### src/rtl/if_stage.sv
// Instruction-fetch stage: fetch PC register, next-PC mux and IF/ID pipeline register.
// Optional IF_PERF_CNT_EN adds fetch_cnt / flush_cnt performance counters.
module if_stage #(
  parameter logic [31:0] RESET_PC  = 32'h0000_0000,
  parameter logic [31:0] NOP_INSTR = 32'h0000_0013
) (
  input  logic        clk,
  input  logic        rst,
  input  logic        stallF,
  input  logic        stallD,
  input  logic        flushD,
  input  logic        PCSrcE,
  input  logic [31:0] PCTargetE,
  output logic [31:0] imem_addr,
  input  logic [31:0] imem_rdata,
  output logic [31:0] instrD,
  output logic [31:0] PCD,
  output logic [31:0] PCPlus4D,
  output logic        validD
`ifdef IF_PERF_CNT_EN
  ,
  output logic [31:0] fetch_cnt,
  output logic [31:0] flush_cnt
`endif
);

  logic [31:0] PCF;
  logic [31:0] PCPlus4F;
  logic [31:0] PCNextF;
  logic        load_pc;
  logic        load_id;

  assign PCPlus4F  = PCF + 32'd4;
  assign PCNextF   = PCSrcE ? {PCTargetE[31:2], 2'b00} : PCPlus4F;
  assign imem_addr = PCF;

  // A redirect overrides stallF so a resolved branch is never dropped.
  assign load_pc = PCSrcE || !stallF;
  assign load_id = !flushD && !stallD;

  always_ff @(posedge clk) begin
    if (rst) begin
      PCF <= RESET_PC;
    end else if (load_pc) begin
      PCF <= PCNextF;
    end
  end

  always_ff @(posedge clk) begin
    if (rst || flushD) begin
      instrD   <= NOP_INSTR;
      PCD      <= '0;
      PCPlus4D <= '0;
      validD   <= 1'b0;
    end else if (load_id) begin
      instrD   <= imem_rdata;
      PCD      <= PCF;
      PCPlus4D <= PCPlus4F;
      validD   <= 1'b1;
    end
  end

`ifdef IF_PERF_CNT_EN
  always_ff @(posedge clk) begin
    if (rst) begin
      fetch_cnt <= '0;
      flush_cnt <= '0;
    end else begin
      if (load_id) fetch_cnt <= fetch_cnt + 32'd1;
      if (flushD)  flush_cnt <= flush_cnt + 32'd1;
    end
  end
`endif

endmodule

### config.mk
export PLATFORM = sky130hd
export DESIGN_NAME = if_stage
export DESIGN_NICKNAME = d
export VERILOG_FILES = /design/src/rtl/if_stage.sv
export SDC_FILE = /design/constraint.sdc
export NUM_CORES = 1
export LEC_CHECK = 0
export CORE_AREA = 5 5 118 120
export DETAILED_ROUTE_END_ITERATION = 7
export DIE_AREA = 0 0 123 125
export PLACE_DENSITY = 0.78
export SLEW_MARGIN = 10
export SYNTH_ARGS = -nofsm -noshare
export SYNTH_HDL_FRONTEND = slang
export SYNTH_SLANG_ARGS = --single-unit
### constraint.sdc
create_clock -name clk -period 3.2 [get_ports clk]
set_clock_uncertainty 0.05 [all_clocks]
set_input_delay 0.32 -clock clk [delete_from_list [all_inputs] [get_ports clk]]
set_output_delay 0.32 -clock clk [all_outputs]
set_load 0.1 [all_outputs]
==> results of run 1 <==
==> cells in the mapped netlist <==
cell	instances	area, um2
dfxtp_1	123	2460
nor2_1	96	360
mux2i_1	77	771
a21oi_1	42	210
xor2_1	27	236
xnor2_1	25	219
o21ai_0	24	120
clkbuf_1	23	86.3
inv_1	22	82.6
nand2_1	21	78.8
nor3_1	21	105
o21a_1	16	120
buf_1	12	45.0
buf_4	11	82.6
nor4_1	10	62.6
buf_2	8	40.0
nand3_1	6	30.0
nand4_1	5	31.3
or3_1	5	31.3
and4_1	4	35.0
or4_1	4	30.0
a21o_1	3	22.5
nand4_2	3	37.5
nor2b_1	3	18.8
a31oi_1	2	12.5
and2_1	2	12.5
and3_1	2	12.5
nand3_2	2	20.0
or2_2	2	12.5
a21oi_2	1	8.76
clkbuf_2	1	5.00
conb_1	1	3.75
ha_1	1	12.5
nand3b_1	1	7.51
nand4b_1	1	8.76
nor4_2	1	12.5
nor4b_1	1	8.76
o21ba_2	1	10.0
o31ai_1	1	7.51
==> path summary, 6_finish.rpt <==
path | endpoint | cells past startpoint
max | imem_addr[26]$_SDFFE_PP0N_ | 6
min | validD$_SDFFE_PP0P_ | 2
min reg2reg | validD$_SDFFE_PP0P_ | 2
max reg2reg | imem_addr[26]$_SDFFE_PP0N_ | 6
==> metrics by stage <==
stage | power (mW) | instances
after global placement | 2.56 | 933
after CTS | 4.29 | 965
after global routing | 4.41 | 965
after detailed placement | 2.57 | 933
after floorplan | 2.34 | 616
final | 4.25 | 965
==> sequential cells by signal, summed over array words and instances, names as in the netlist <==
name,flops
PCD,30
PCPlus4D,30
instrD,32
imem_addr,30
validD,1
==> worst max-delay path: stages (launching register included) <==
cell	delay, ns
dfxtp_1	0.49
ha_1	0.30
nand3_2	0.18
or4_1	0.88
nor4_1	0.43
xor2_1	0.11
o21a_1	0.17
==> power by group <==
part / total, mW / switching, mW / internal, mW
sequential: 1.67 / 0.0763 / 1.59
clock: 1.71 / 0.649 / 1.06
combinational: 0.875 / 0.621 / 0.254
==> logic make-up (layout without fill, tap and decap cells) <==
| family | count (synthesis) | after routing | synth area share (%) |
|---|---|---|---|
| flip-flops | 123 | 123 | 45.0 |
| adder cells (fa/ha/maj) | 1 | 1 | 0.229 |
| multiplexers | 77 | 77 | 14.1 |
| AO/OA/AOI/OAI | 90 | 90 | 9.35 |
| XOR/XNOR | 52 | 52 | 8.32 |
| AND/OR/NAND/NOR | 190 | 190 | 16.7 |
| buffers and inverters | 77 | 250 | 6.24 |
| other | 1 | 6 | 0.0685 |
==> final cells by class <==
type,instances,share of cell area [%]
timing repair buffer,196,23.9
clock inverter,8,0.541
clock buffer,24,6.25
tap,176,2.80
inverter,22,1.05
multi-input combinational,416,34.2
sequential,123,31.3
==> layer usage <==
metal  part of all wire (%)  routed length (um)  global-route usage, %  up-vias
li1                       -                   -                      -     2374
met1                     43                6580                   24.1     2263
met2                     49                7530                   33.8      152
met3                    7.3                1130                   6.14       20
met4                    1.4                 223                   7.36        0
met5                      0                   0                      0        -
==> metrics.txt, run 1 <==
number of global-route vias before repair=~4.9k; Worst slew margin=31.3%; most frequent cells in the layout=clkdlybuf4s50_1, dfxtp_1, nor2_1; CP Capture Type=register; CTS root buf=clkbuf_16; Ports=about 200; CTS hold repair buffers=0; Final nets=847; Via density=around 5.0; Mapped Area=around 0.0055 mm2; Final Cell Area=0.00787 mm2; 1st-pass router iterations=4; Yosys cell types=39; Die Ht=between 100 and 150 um; total CTS buffers=17; post-CTS setup buffers=0; status=finished clean; Max FO, Critical Path=19; initial antenna violation count=0; Overflow after GRT=0; Longest Clk Path Bufs=2; Final Hold Vio Count=0; max-slew violations=0; H-tree levels=4; Setup crit start=imem_addr[2]$_SDFFE_PP0N_; Setup Slack @ Placement=approximately 0.46 ns; Die ar.=about 0.015 mm2; Area after DPL=~0.0073 mm2; final wirelength=roughly 15000 um; Syn Inst Count=about 600; post-cts sizing count=0; I/O Buffers=between 150 and 200; HP Class=register to register; PD cells=~540 mW/mm2; RSZ-0062 raised after global routing=false; flops & latches, synth=~120; Critical Setup Path Class=register to register; Mapped Avg Cell Area=8.96 um2; hpwl dp=11000 um; critical path startpoint category=register; upper clock frequency limit=0.364 GHz; multi-input logic area=0.00269 mm2; CTS tree=done; r2r setup slk=0.45 ns; final worst path period need=2.75 ns; Req. time, crit path=3.45 ns; largest net degree at the start of global routing=between 50 and 60; Worst Path Arrival=around 3.0 ns; Antenna Cells=0; number of max-cap violations=0; GPL Wtd Cong=between 0.8 and 0.9; DR iter-0 viols=198; total negative setup slack=0 ns; crit share post-route=between 80% and 90%; RR Startpoint=imem_addr[2]$_SDFFE_PP0N_; FP Rows=42; Fin Hold WS=0.398 ns; Initial Utilization=a little over two fifths; Final Worst Setup Slack=between 0.4 and 0.5 ns; worst-margin pin slew=slightly above 1 ns; Static Leak=between 3 and 4 nW; commonest non-fill, non-tap cell in the layout=clkdlybuf4s50_1; area delta synth->final=43.7%; clock sink count=123; Final Core Density=~61%; Seq/Total Area, Yosys=between 40 and 50%; routed wire length per instance=about 16 um; latest clock arrival within the worst-skew pair=between 0.4 and 0.5 ns; fraction of layout cells with a size suffix above 1=between 9 and 10%; Final ANT Viol Nets=0; drt drc=0; Vias=about 4.8k; first-pass GRT wire length=~25000 um; Fillers=1090; clock slew at reported path FFs=about 0.050 ns; Die X=approximately 120 um; worst hold start=validD$_SDFFE_PP0P_; Tot GR Track Use=between 20% and 30%; Setup Viol. Count Final=0; Yosys warning total=0; core area=approximately 0.013 mm2; register area=~0.0025 mm2; maximum VDD drop=between 0.4 and 0.5 mV
No activity file was read; power rests on OpenSTA's default activity.
==> run 2: changes to the inputs <==
Settings changed: CORE_AREA 5 5 118 120 to 5 5 117 119, DIE_AREA 0 0 123 125 to 0 0 122 124, PLACE_DENSITY 0.78 to 0.79.
==> metrics.txt, run 2 (synthesis results as in run 1) <==
latest clock arrival within the worst-skew pair=approximately 0.41 ns; status=finished clean; HP Class=register to register; Tot GR Track Use=approximately a fifth; Setup crit start=imem_addr[2]$_SDFFE_PP0N_; Area after DPL=between 0.007 and 0.008 mm2; I/O Buffers=between 150 and 200; CP Capture Type=register; GPL Wtd Cong=0.799; max FFs per register=32; Worst slew margin=a little under a third; initial antenna violation count=0; total CTS buffers=17; area delta synth->final=44.6%; Die ar.=between 0.015 and 0.02 mm2; core area=around 0.012 mm2; drt drc=0; PD cells=approximately 560 mW/mm2; commonest non-fill, non-tap cell in the layout=clkdlybuf4s50_1; post-CTS setup buffers=0; Fillers=1030; H-tree levels=4; DR iter-0 viols=between 200 and 300; Antenna Cells=0; 1st-pass router iterations=6; Req. time, crit path=3.45 ns; Final ANT Viol Nets=0; Reg with most FFs=instrD; maximum VDD drop=0.281 mV; Final nets=between 800 and 900; Initial Utilization=between 40 and 50%; crit share post-route=about 87%; CTS tree=done; Die Ht=between 100 and 150 um; worst-margin pin slew=slightly above 1 ns; post-cts sizing count=0; Critical Setup Path Class=register to register; max-slew violations=0; CTS root buf=clkbuf_16; largest net degree at the start of global routing=65; Final Cell Area=a little under 0.008 mm2; most frequent cells in the layout=clkdlybuf4s50_1, dfxtp_1, nor2_1; worst hold start=validD$_SDFFE_PP0P_; clock slew at reported path FFs=0.05 ns; FP Rows=41; RSZ-0062 raised after global routing=false; Setup Viol. Count Final=0; non-filler cells, final=960; critical path startpoint category=register; Final Core Density=a little under two thirds; CTS hold repair buffers=0; Longest Clk Path Bufs=2; Vias=~4.8k; fraction of layout cells with a size suffix above 1=9.77%; final worst path period need=2.78 ns; number of global-route vias before repair=~4.8k; power consumption=approximately 4.4 mW; clock sink count=approximately 120; Die X=between 100 and 150 um; final wirelength=between 15000 and 20000 um; number of max-cap violations=0; r2r setup slk=0.42 ns; Worst Path Arrival=3.03 ns; first-pass GRT wire length=around 24000 um; Max FO, Critical Path=19; hpwl dp=about 11000 um; Final Hold Vio Count=0; Overflow after GRT=0; Via density=~5; upper clock frequency limit=~0.36 GHz; Ports=199; total negative setup slack=0 ns; Static Leak=between 3 and 4 nW; Inst Count DP=929; routed wire length per instance=between 15 and 20 um; RR Startpoint=imem_addr[2]$_SDFFE_PP0N_
run 2: cell count changes in the layout (fill, tap and decap cells not counted), sizes merged:
cell	delta
buf	+1
bufinv	+2
clkdlybuf4s50	-1
clkinv	-3
run 2: report_power, final:
part | leakage (nW) | switching, mW | internal (mW)
Sequential | 1.00 | 0.0751 | 1.59
Combinational | 1.93 | 0.620 | 0.254
Clock | 0.292 | 0.647 | 1.24
run 2: path summary, 6_finish.rpt:
check                           depth (start not counted)                         end
worst min-delay path                                    2         validD$_SDFFE_PP0P_
worst min register to register                          2         validD$_SDFFE_PP0P_
worst max-delay path                                    6  imem_addr[26]$_SDFFE_PP0N_
worst max register to register                          6  imem_addr[26]$_SDFFE_PP0N_
run 2: final cells by class:
| cell class | instances | area (um2) | share of cell area, % |
|---|---|---|---|
| Multi-Input combinational cell | 416 | 2690 | 34.0 |
| Sequential cell | 123 | 2460 | 31.1 |
| Timing Repair Buffer | 196 | 1880 | 23.7 |
| Clock buffer | 24 | 502 | 6.34 |
| Tap cell | 172 | 215 | 2.72 |
| Clock inverter | 7 | 87.6 | 1.11 |
| Inverter | 22 | 82.6 | 1.04 |
run 2: metal layers:
metal  global-route usage [%]  share of wire (%)
met1                     24.9                 45
met2                     32.2                 47
met3                     6.22                7.2
met4                     6.86                1.2
met5                        0                  0
run 2: metrics by stage:
step / hold WS (ns) / worst slack, ns
6_report: 0.400 / 0.423
5_1_grt: 0.421 / 0.217
4_1_cts: 0.400 / 0.428
3_5_place_dp: 0.393 / 0.461
3_3_place_gp: 0.387 / 0.527
2_1_floorplan: 0.395 / 0.198
run 2: worst max-delay path: stages (launching register included):
cell     delay, ns
dfxtp_1       0.48
ha_1          0.30
nand3_2       0.19
or4_1         0.89
nor4_1        0.44
xor2_1        0.13
o21a_1        0.18
==> run 3: changes to the inputs <==
Settings changed: ABC_AREA set to 1, PLACE_DENSITY 0.79 to 0.8.
==> metrics.txt, run 3 <==
share of the synthesized area in the top cell type=~45%; Die X=between 100 and 150 um; dominant cell type by area after synthesis=dfxtp_1; Initial Utilization=between 40% and 50%; CP delay by family, top=buffers and inverters; post-CTS setup buffers=0; status=finished clean; hpwl dp=between 10000 and 15000 um; clock slew at reported path FFs=0.06 ns; flops & latches, synth=roughly 120; CTS hold repair buffers=0; Tot GR Track Use=approximately 23%; Yosys cell types=31; r2r setup slk=1.44 ns; Vias=roughly 5.6k; RR Endpoint=imem_addr[20]$_SDFFE_PP0N_; Max FO, Critical Path=4; crit share post-route=between 70% and 80%; final worst path period need=2.39 ns; Seq/Total Area, Yosys=between 40% and 50%; Area after DPL=0.00748 mm2; RSZ-0062 raised after global routing=false; first-pass GRT wire length=about 27000 um; Final Cell Area=approximately 0.008 mm2; HP Class=register to register; Longest Clk Path Bufs=2; Ports=between 150 and 200; hold endpoint=instrD[8]$_SDFFE_PP0P_; area delta synth->final=46.6%; largest net degree at the start of global routing=about 120; latest clock arrival within the worst-skew pair=0.42 ns; CTS tree=done; post-synthesis simple-gate area fraction=28.1%; Commonest cells post-synth=nand2_1, dfxtp_1, nor2_1, inv_1, a21oi_1; most frequent cells in the layout=nand2_1, clkdlybuf4s50_1, dfxtp_1; initial antenna violation count=0; Worst slew margin=between 30% and 40%; worst path cell trace=clkdlybuf4s50_1; number of max-cap violations=0; Fin Hold WS=~0.41 ns; max FFs per register=32; CTS root buf=clkbuf_16; upper clock frequency limit=approximately 0.42 GHz; Mapped Avg Cell Area=about 7 um2; Via density=approximately 4.9; Antenna Cells=0; critical path startpoint category=register; total CTS buffers=17; Setup Viol. Count Final=0; worst hold start=instrD[8]$_SDFFE_PP0P_; final wirelength=between 15000 and 20000 um; fraction of layout cells with a size suffix above 1=9.66%; Buffers & Inverters on Critical Path=1; CP max stage delay=approximately 1.2 ns; Overflow after GRT=0; post-synthesis compound-gate area fraction=14.7%; Die Ht=~120 um; ys async rst share=0%; Inst Count DP=~1.1k; Worst Path Arrival=between 2 and 2.5 ns; Post-Synth Adder-Cell Area=less than 1%; XOR/XNOR Fraction of Synth Area=approximately 2.7%; worst-margin pin slew=just over 1 ns; core area=0.0125 mm2; commonest non-fill, non-tap cell in the layout=nand2_1; Final nets=between 1k and 1.5k; GPL Wtd Cong=0.826; Reg2Reg Depth=10; number of global-route vias before repair=around 5.3k; Post-synth EDFFs=0; PD cells=about 550 mW/mm2; FP Rows=slightly above 40; drt drc=0; I/O Buffers=190; multiplexer share of the synthesized area=0%; top post-synthesis cells by area=dfxtp_1, nand2_1, nor2_1; routed wire length per instance=approximately 15 um; Final Hold Vio Count=0; Static Leak=about 3.4 nW; Reg with most FFs=instrD; Final ANT Viol Nets=0; DR iter-0 viols=405; Mapped Area=roughly 0.0055 mm2; non-filler cells, final=approximately 1.1k; maximum VDD drop=0.464 mV; ys flop type=dfxtp_1; largest family of logic cells by synthesized area=simple AND/OR/NAND/NOR gates; Die ar.=~0.015 mm2; Yosys warning total=0; library cell with the highest instance count after synthesis=nand2_1; max-slew violations=0; 1st-pass router iterations=5; Critical Setup Path Class=register to primary output; slowest stage cell, crit path=clkdlybuf4s50_1; clock sink count=123; Hold Path Depth=2; Syn Inst Count=between 700 and 800; CP Capture Type=primary output; RR Startpoint=imem_addr[2]$_SDFFE_PP0N_; post-cts sizing count=0; Req. time, crit path=2.83 ns; H-tree levels=4; total negative setup slack=0 ns
run 3: cell types whose count changed in the layout (fill, tap and decap cells not counted), sizes merged, moves of 12 or more:
cell | previous run | this run
mux2i | 77 | 0
o21ai | 24 | 55
nand2 | 21 | 217
xor2 | 27 | 14
nor2 | 96 | 129
nor3 | 21 | 0
a211oi | 0 | 26
xnor2 | 25 | 1
inv | 22 | 89
o21a | 16 | 0
a21oi | 43 | 55
run 3: cell type report:
type	instances	area, um2
Timing Repair Buffer	196	1920
Clock inverter	14	171
Inverter	88	330
Clock buffer	18	439
Fill cell	1074	4370
Sequential cell	123	2460
Tap cell	172	215
Multi-Input combinational cell	534	2560
run 3: cell families (layout without fill, tap and decap cells):
logic type               count (synthesis)  in the layout
flip-flops                             123            123
AND/OR/NAND/NOR                        367            367
other                                    1              6
buffers and inverters                  133            316
XOR/XNOR                                15             15
AO/OA/AOI/OAI                          145            145
adder cells (fa/ha/maj)                  1              1
run 3: per-stage QoR:
step,utilization (%),worst slack (ns),total power [mW]
4_1_cts,64.9,0.803,4.50
5_1_grt,64.9,0.773,4.61
3_3_place_gp,60.0,0.972,2.53
6_report,64.9,0.814,4.47
3_5_place_dp,60.0,0.885,2.53
2_1_floorplan,-,0.825,2.28
run 3: report_power, final:
group,internal (mW),switching [mW],leakage [nW]
Clock,1.24,0.725,0.281
Sequential,1.59,0.0518,1.00
Combinational,0.224,0.639,2.10
Total,3.06,1.42,3.39
run 3: how the worst max path moves through the flow:
stage                     cells past startpoint                   endpoint  slack [ns]                       from
after detailed placement                      5       PCD[21]$_SDFFE_PP0P_        0.89                     flushD
final                                         1               imem_addr[5]        0.81  imem_addr[5]$_SDFFE_PP0N_
after global placement                        5        PCD[9]$_SDFFE_PP0P_        0.97                     flushD
after floorplan                               9  PCPlus4D[26]$_SDFFE_PP0P_        0.82  imem_addr[2]$_SDFFE_PP0N_
after CTS                                     1               imem_addr[5]        0.80  imem_addr[5]$_SDFFE_PP0N_
after global routing                          1               imem_addr[9]        0.77  imem_addr[9]$_SDFFE_PP0N_
run 3: routing by layer:
layer / vias to the layer above / part of all wire (%) / GRT usage [%]
met5: - / 0 / 0
met4: 0 / 2.4 / 9.31
met3: 35 / 7.1 / 6.72
met2: 192 / 49 / 38.1
met1: 2539 / 41 / 27.0
li1: 2809 / - / -
run 3: worst min-delay path, stage by stage (launching register included):
cell     delay (ns)
dfxtp_1        0.31
nand2_1        0.06
a21oi_1        0.05
==> patch 1: new RTL, flow settings as in run 1 <==
The option `IF_PERF_CNT_EN` is turned on by a define.
--- a/src/rtl/if_stage.sv
+++ b/src/rtl/if_stage.sv
@@ -1,4 +1,6 @@
 // Instruction-fetch stage: fetch PC register, next-PC mux and IF/ID pipeline register.
 // Optional IF_PERF_CNT_EN adds fetch_cnt / flush_cnt performance counters.
+`define IF_PERF_CNT_EN
+
 module if_stage #(
   parameter logic [31:0] RESET_PC  = 32'h0000_0000,
Behaviour (old outputs only; new: fetch_cnt and flush_cnt): unchanged (equiv_simple and equiv_induct, registers matched by name and starting in step).
==> patch 1 against run 1 <==
Die area unchanged. Cell area up 45%. Worst setup slack better by 0.031 ns. Final cell count up 40%. Area after synthesis up 54%. Sequential cell count up 64. Total power up 30%. Wire length up 64%. Combinational power up 12%. Critical endpoint is now imem_addr[22]$_SDFFE_PP0N_. Largest power group is now registers.
==> patch 1: results (changes against run 1) <==
- **number of unique standard cell types used by synthesis** 50, was 39
- **capture point of the worst reg-to-reg path** imem_addr[22]$_SDFFE_PP0N_, was imem_addr[26]$_SDFFE_PP0N_
- **Post-Layout Cell Count** 1354, was 965
- **first-pass iteration count of the detailed router** 5, was 4
- **Commonest cells post-synth** 187 x dfxtp_1, 171 x nor2_1, 77 x xnor2_1, 70 x mux2i_1, 51 x nand2_1, was 123 x dfxtp_1, 96 x nor2_1, 77 x mux2i_1, 42 x a21oi_1, 27 x xor2_1
- **wire length on met3** 2.29 mm, was 1.13 mm
- **proportion of layout cells with a drive suffix above 1** 10.0%, was 9.63%
- **net count reported at finish** 1239, was 847
- **largest net degree at the start of global routing** 68, was 55
- **met2 usage** 54.4%, was 33.8%
- **initial antenna violation count** 2, was 0
- **Placement Cell Area** 10900 sq um, was 7330 sq um
- **source of the critical timing path** imem_addr[2]$_SDFFE_PP0N_, unchanged
- **GRT Overall Usage** 32.5%, was 20.1%
- **register area share after synthesis** 44.5%, was 45.0%
- **worst-case setup slack after placement** 0.536 ns, was 0.461 ns
- **hpwl dp** 16.8 mm, was 11.0 mm
- **met1 track demand over resource in global routing** 37.2%, was 24.1%
- **routed length per instance** 18.7 um, was 16.0 um
- **worst hold path class** in2reg, was reg2reg
- **Leak Pwr** 0.00414 uW, was 0.00321 uW
- **Max stage delay cell, worst path** or4_4, was or4_1
- **Iteration-0 DRC Markers** 704, was 198
- **via count of the first global-routing pass** 7575, was 4878
- **result of the run** finished clean, unchanged
- **met1 wire length** 9.44 mm, was 6.58 mm
- **Synth area leaders** dfxtp_1 44%, mux2i_1 8.3%, xnor2_1 8.0%, nor2_1 7.6%, xor2_1 2.9%, was dfxtp_1 45%, mux2i_1 14%, nor2_1 6.6%, xor2_1 4.3%, xnor2_1 4.0%
- **met3 layer usage reported by global route** 11.3%, was 6.14%
- **average size of a mapped cell** 8.89 sq um, was 8.96 sq um
- **number of input and output port buffers inserted** 254, was 190
- **highest routed layer** met5, was met4
- **worst stage delay on the critical path** 0.71 ns, was 0.88 ns
- **post-placement cell count** 1323, was 933
- **slew at the pin closest to its max-slew limit** 1.19 ns, was 1.03 ns
- **worst hold path startpoint** stallD, was validD$_SDFFE_PP0P_
- **FMAX** 368 MHz, was 364 MHz
- **Worst Hold Endpoint** PCPlus4D[4]$_SDFFE_PP0P_, was validD$_SDFFE_PP0P_
- **setup slack of the most critical reg-to-reg path** 0.49 ns, was 0.45 ns
- **number of cells on the worst hold path** 3, was 2
- **via count** 7742, was 4809
-- patch 1: logic make-up after synthesis --
logic type               count (synthesis)  share of synthesized area, %
AND/OR/NAND/NOR                        385                          23.7
flip-flops                             187                          44.5
other                                    1                        0.0445
XOR/XNOR                               105                          10.9
adder cells (fa/ha/maj)                  3                         0.446
multiplexers                            72                          8.59
AO/OA/AOI/OAI                           98                          6.54
buffers and inverters                   96                          5.33
-- patch 1: layout make-up --
| cell class | instances | area (sq um) |
|---|---|---|
| clock inverter | 7 | 62.6 |
| multi-input combinational | 669 | 4250 |
| fill | 648 | 1450 |
| inverter | 23 | 86.3 |
| tap | 176 | 220 |
| sequential | 187 | 3740 |
| timing repair buffer | 268 | 2560 |
| clock buffer | 24 | 512 |
-- patch 1: report_power, final --
group / internal (uW) / total [uW] / leakage [uW] / switching, uW
sequential: 2390 / 2480 / 0.00152 / 88.9
clock: 1190 / 2060 / 0.000288 / 870
combinational: 270 / 978 / 0.00233 / 708
total: 3850 / 5520 / 0.00414 / 1670
==> patch 2: new RTL, flow settings as in run 1 <==
Made on the original files. Register the input `PCTargetE` before use, without a reset. The logic sees it one clock later. The other inputs are not delayed to match.
--- a/src/rtl/if_stage.sv
+++ b/src/rtl/if_stage.sv
@@ -25,4 +25,10 @@
 );
 
+  logic [31:0] PCTargetE_q;
+
+  always_ff @(posedge clk) begin
+    PCTargetE_q <= PCTargetE;
+  end
+
   logic [31:0] PCF;
   logic [31:0] PCPlus4F;
@@ -32,5 +38,5 @@
 
   assign PCPlus4F  = PCF + 32'd4;
-  assign PCNextF   = PCSrcE ? {PCTargetE[31:2], 2'b00} : PCPlus4F;
+  assign PCNextF   = PCSrcE ? {PCTargetE_q[31:2], 2'b00} : PCPlus4F;
   assign imem_addr = PCF;
 
Check against the original RTL: not equivalent (Yosys sat finds a counterexample within 4 cycles, from zero or initial values and one cycle with rst high).
==> patch 2 against run 1 <==
Fmax is 4.6% higher. Critical endpoint is now imem_addr[21]$_SDFFE_PP0N_. Area after synthesis up 10%. Worst setup slack improved by 0.12 ns. Wire length grew 7.4%. Total power up 20%. Die area unchanged. Cell area rose by 8.2%. Sequential power is 24% higher. Clock power is 23% higher. Non-clock buffer count rose by 4. Highest routed layer unchanged. Sequential cell count increased by 30. Count of clock-buffer cells in the layout decreased by 2. Core utilization increased by 5.0 points.
==> patch 2: results (changes against run 1) <==
- **result of the run** finished clean, unchanged
- **count of buffers added by post-CTS timing repair for setup** 0, unchanged
- **EDFF count, synth** 0, unchanged
- **Arr. time, crit path** 2.90 ns, was 3.00 ns
- **Critical R2R Launch** imem_addr[7]$_SDFFE_PP0N_, was imem_addr[2]$_SDFFE_PP0N_
- **hpwl dp** 11.8 mm, was 11.0 mm
- **initial antenna violation count** 0, unchanged
- **capture point of the worst reg-to-reg path** imem_addr[21]$_SDFFE_PP0N_, was imem_addr[26]$_SDFFE_PP0N_
- **Synth area leaders** dfxtp_1 51%, mux2i_1 11%, nor2_1 6.9%, xnor2_1 6.3%, a21oi_1 2.7%, was dfxtp_1 45%, mux2i_1 14%, nor2_1 6.6%, xor2_1 4.3%, xnor2_1 4.0%
- **CTS clk-pin slew, worst paths** 0.06 ns
- **proportion of total power due to net switching** 28.9%, was 31.7%
- **clock buffer count from CTS** 17, unchanged
- **via count** 5042, was 4809
- **global-route wire length before repair** 26.4 mm, was 24.6 mm
- **peak ir drop on the vdd network** 0.391 mV, was 0.461 mV
- **Commonest cells post-synth** 153 x dfxtp_1, 111 x nor2_1, 69 x mux2i_1, 43 x xnor2_1, 34 x clkbuf_1, was 123 x dfxtp_1, 96 x nor2_1, 77 x mux2i_1, 42 x a21oi_1, 27 x xor2_1
- **worst hold path class** in2reg, was reg2reg
- **post-placement cell count** 947, was 933
- **register area share after synthesis** 50.9%, was 45.0%
- **slew at the pin closest to its max-slew limit** 1.08 ns, was 1.03 ns
- **worst hold path startpoint** PCTargetE[26], was validD$_SDFFE_PP0P_
- **proportion of register bits with asynchronous set or reset after synthesis** 0%, unchanged
- **Post-Layout Cell Count** 977, was 965
- **FF-to-FF path depth** 5, was 6
- **Top Family by Delay on Critical Path** simple AND/OR/NAND/NOR gates, unchanged
- **setup slack of the most critical reg-to-reg path** 0.58 ns, was 0.45 ns
- **Worst Hold Endpoint** PCTargetE_q[26]$_DFF_P_, was validD$_SDFFE_PP0P_
- **first-pass iteration count of the detailed router** 5, was 4
- **critical-path maximum fanout** 23, was 19
- **antenna diode instance count** 0, unchanged
- **Leak Pwr** 0.00329 uW, was 0.00321 uW
- **via count of the first global-routing pass** 4907, was 4878
- **Total Wirelength** 16.6 mm, was 15.5 mm
- **Iteration-0 DRC Markers** 324, was 198
- **number of unique standard cell types used by synthesis** 39, unchanged
- **GRT Overall Usage** 21.8%, was 20.1%
- **number of warnings issued by yosys** 0, unchanged
- **worst stage delay on the critical path** 0.78 ns, was 0.88 ns
- **final-layout fill cell count** 1023, was 1090
- **proportion of layout cells with a drive suffix above 1** 10.9%, was 9.63%
- **net count reported at finish** 861, was 847
- **worst skew pair latency** 0.42 ns
- **Clock Tree Buf Depth** 2, unchanged
- **largest net degree at the start of global routing** 54, was 55
- **Max stage delay cell, worst path** or3_1, was or4_1
- **synthesized netlist cell count** 625, was 611
- **number of cells on the worst hold path** 1, was 2
- **register with the most flip-flops** instrD, unchanged
- **PostCTS Resize Cnt** 0, unchanged
- **CTS H-Tree Depth** 4, unchanged
- **weighted congestion at the end of routability-driven global placement** 0.846, was 0.809
patch 2: area by class of cell:
type                    instances  area [sq um]  share of cell area, %
well taps                     176           220                   2.59
repair buffers                200          1890                   22.2
clock inverters                 8           143                   1.68
inverters                       6          22.5                  0.265
flip-flops and latches        153          3060                   36.0
clock buffers                  22           484                   5.69
multi-input cells             412          2690                   31.6
patch 2: cell families after synthesis:
group,count (synthesis),share of synthesized area (%)
fa+ha+maj,1,0.208
xor+xnor,55,8.00
flops,153,50.9
simple gates,202,16.9
buf+inv,65,4.78
other cells,1,0.0623
mux,69,11.5
compound gates,79,7.73
patch 2: how the worst max path moves through the flow:
stage | start | endpoint | slack, ns | cells past startpoint
finish | imem_addr[7]$_SDFFE_PP0N_ | imem_addr[21]$_SDFFE_PP0N_ | 0.58 | 5
global route | imem_addr[16]$_SDFFE_PP0N_ | imem_addr[21]$_SDFFE_PP0N_ | 0.39 | 5
CTS | imem_addr[7]$_SDFFE_PP0N_ | imem_addr[21]$_SDFFE_PP0N_ | 0.60 | 5
detailed placement | imem_addr[7]$_SDFFE_PP0N_ | imem_addr[21]$_SDFFE_PP0N_ | 0.65 | 5
global placement | imem_addr[7]$_SDFFE_PP0N_ | PCPlus4D[31]$_SDFFE_PP0P_ | 0.76 | 5
floorplan | imem_addr[2]$_SDFFE_PP0N_ | imem_addr[28]$_SDFFE_PP0N_ | 0.39 | 7
patch 2: per-layer routing:
layer  vias to the layer above  wire length (um)  global-route usage, %
li1                       2448                 -                      -
met5                         -                 0                      0
met1                      2356              6820                   26.7
met4                         0               301                   7.49
met3                        20              1660                   7.77
met2                       218              7830                   35.6
patch 2: metrics by stage:
step | cell area, sq um | utilization (%) | total power [uW] | setup slack [ns] | hold WS [ns]
after global routing | 8510 | 66.1 | 5270 | 0.389 | 0.266
after detailed placement | 7880 | 61.2 | 3020 | 0.648 | 0.393
after floorplan | 6040 | - | 2770 | 0.386 | 0.298
after global placement | 7880 | 61.2 | 3000 | 0.758 | 0.384
final | 8510 | 66.1 | 5090 | 0.576 | 0.285
after CTS | 8510 | 66.1 | 5130 | 0.600 | 0.273
patch 2: power groups by stage:
stage	Combinational, uW	Sequential, uW	Clock, uW
2_1_floorplan	256	2510	0
3_3_place_gp	898	2110	0
3_5_place_dp	908	2110	0
4_1_cts	913	2070	2140
5_1_grt	948	2080	2240
6_report	909	2070	2110
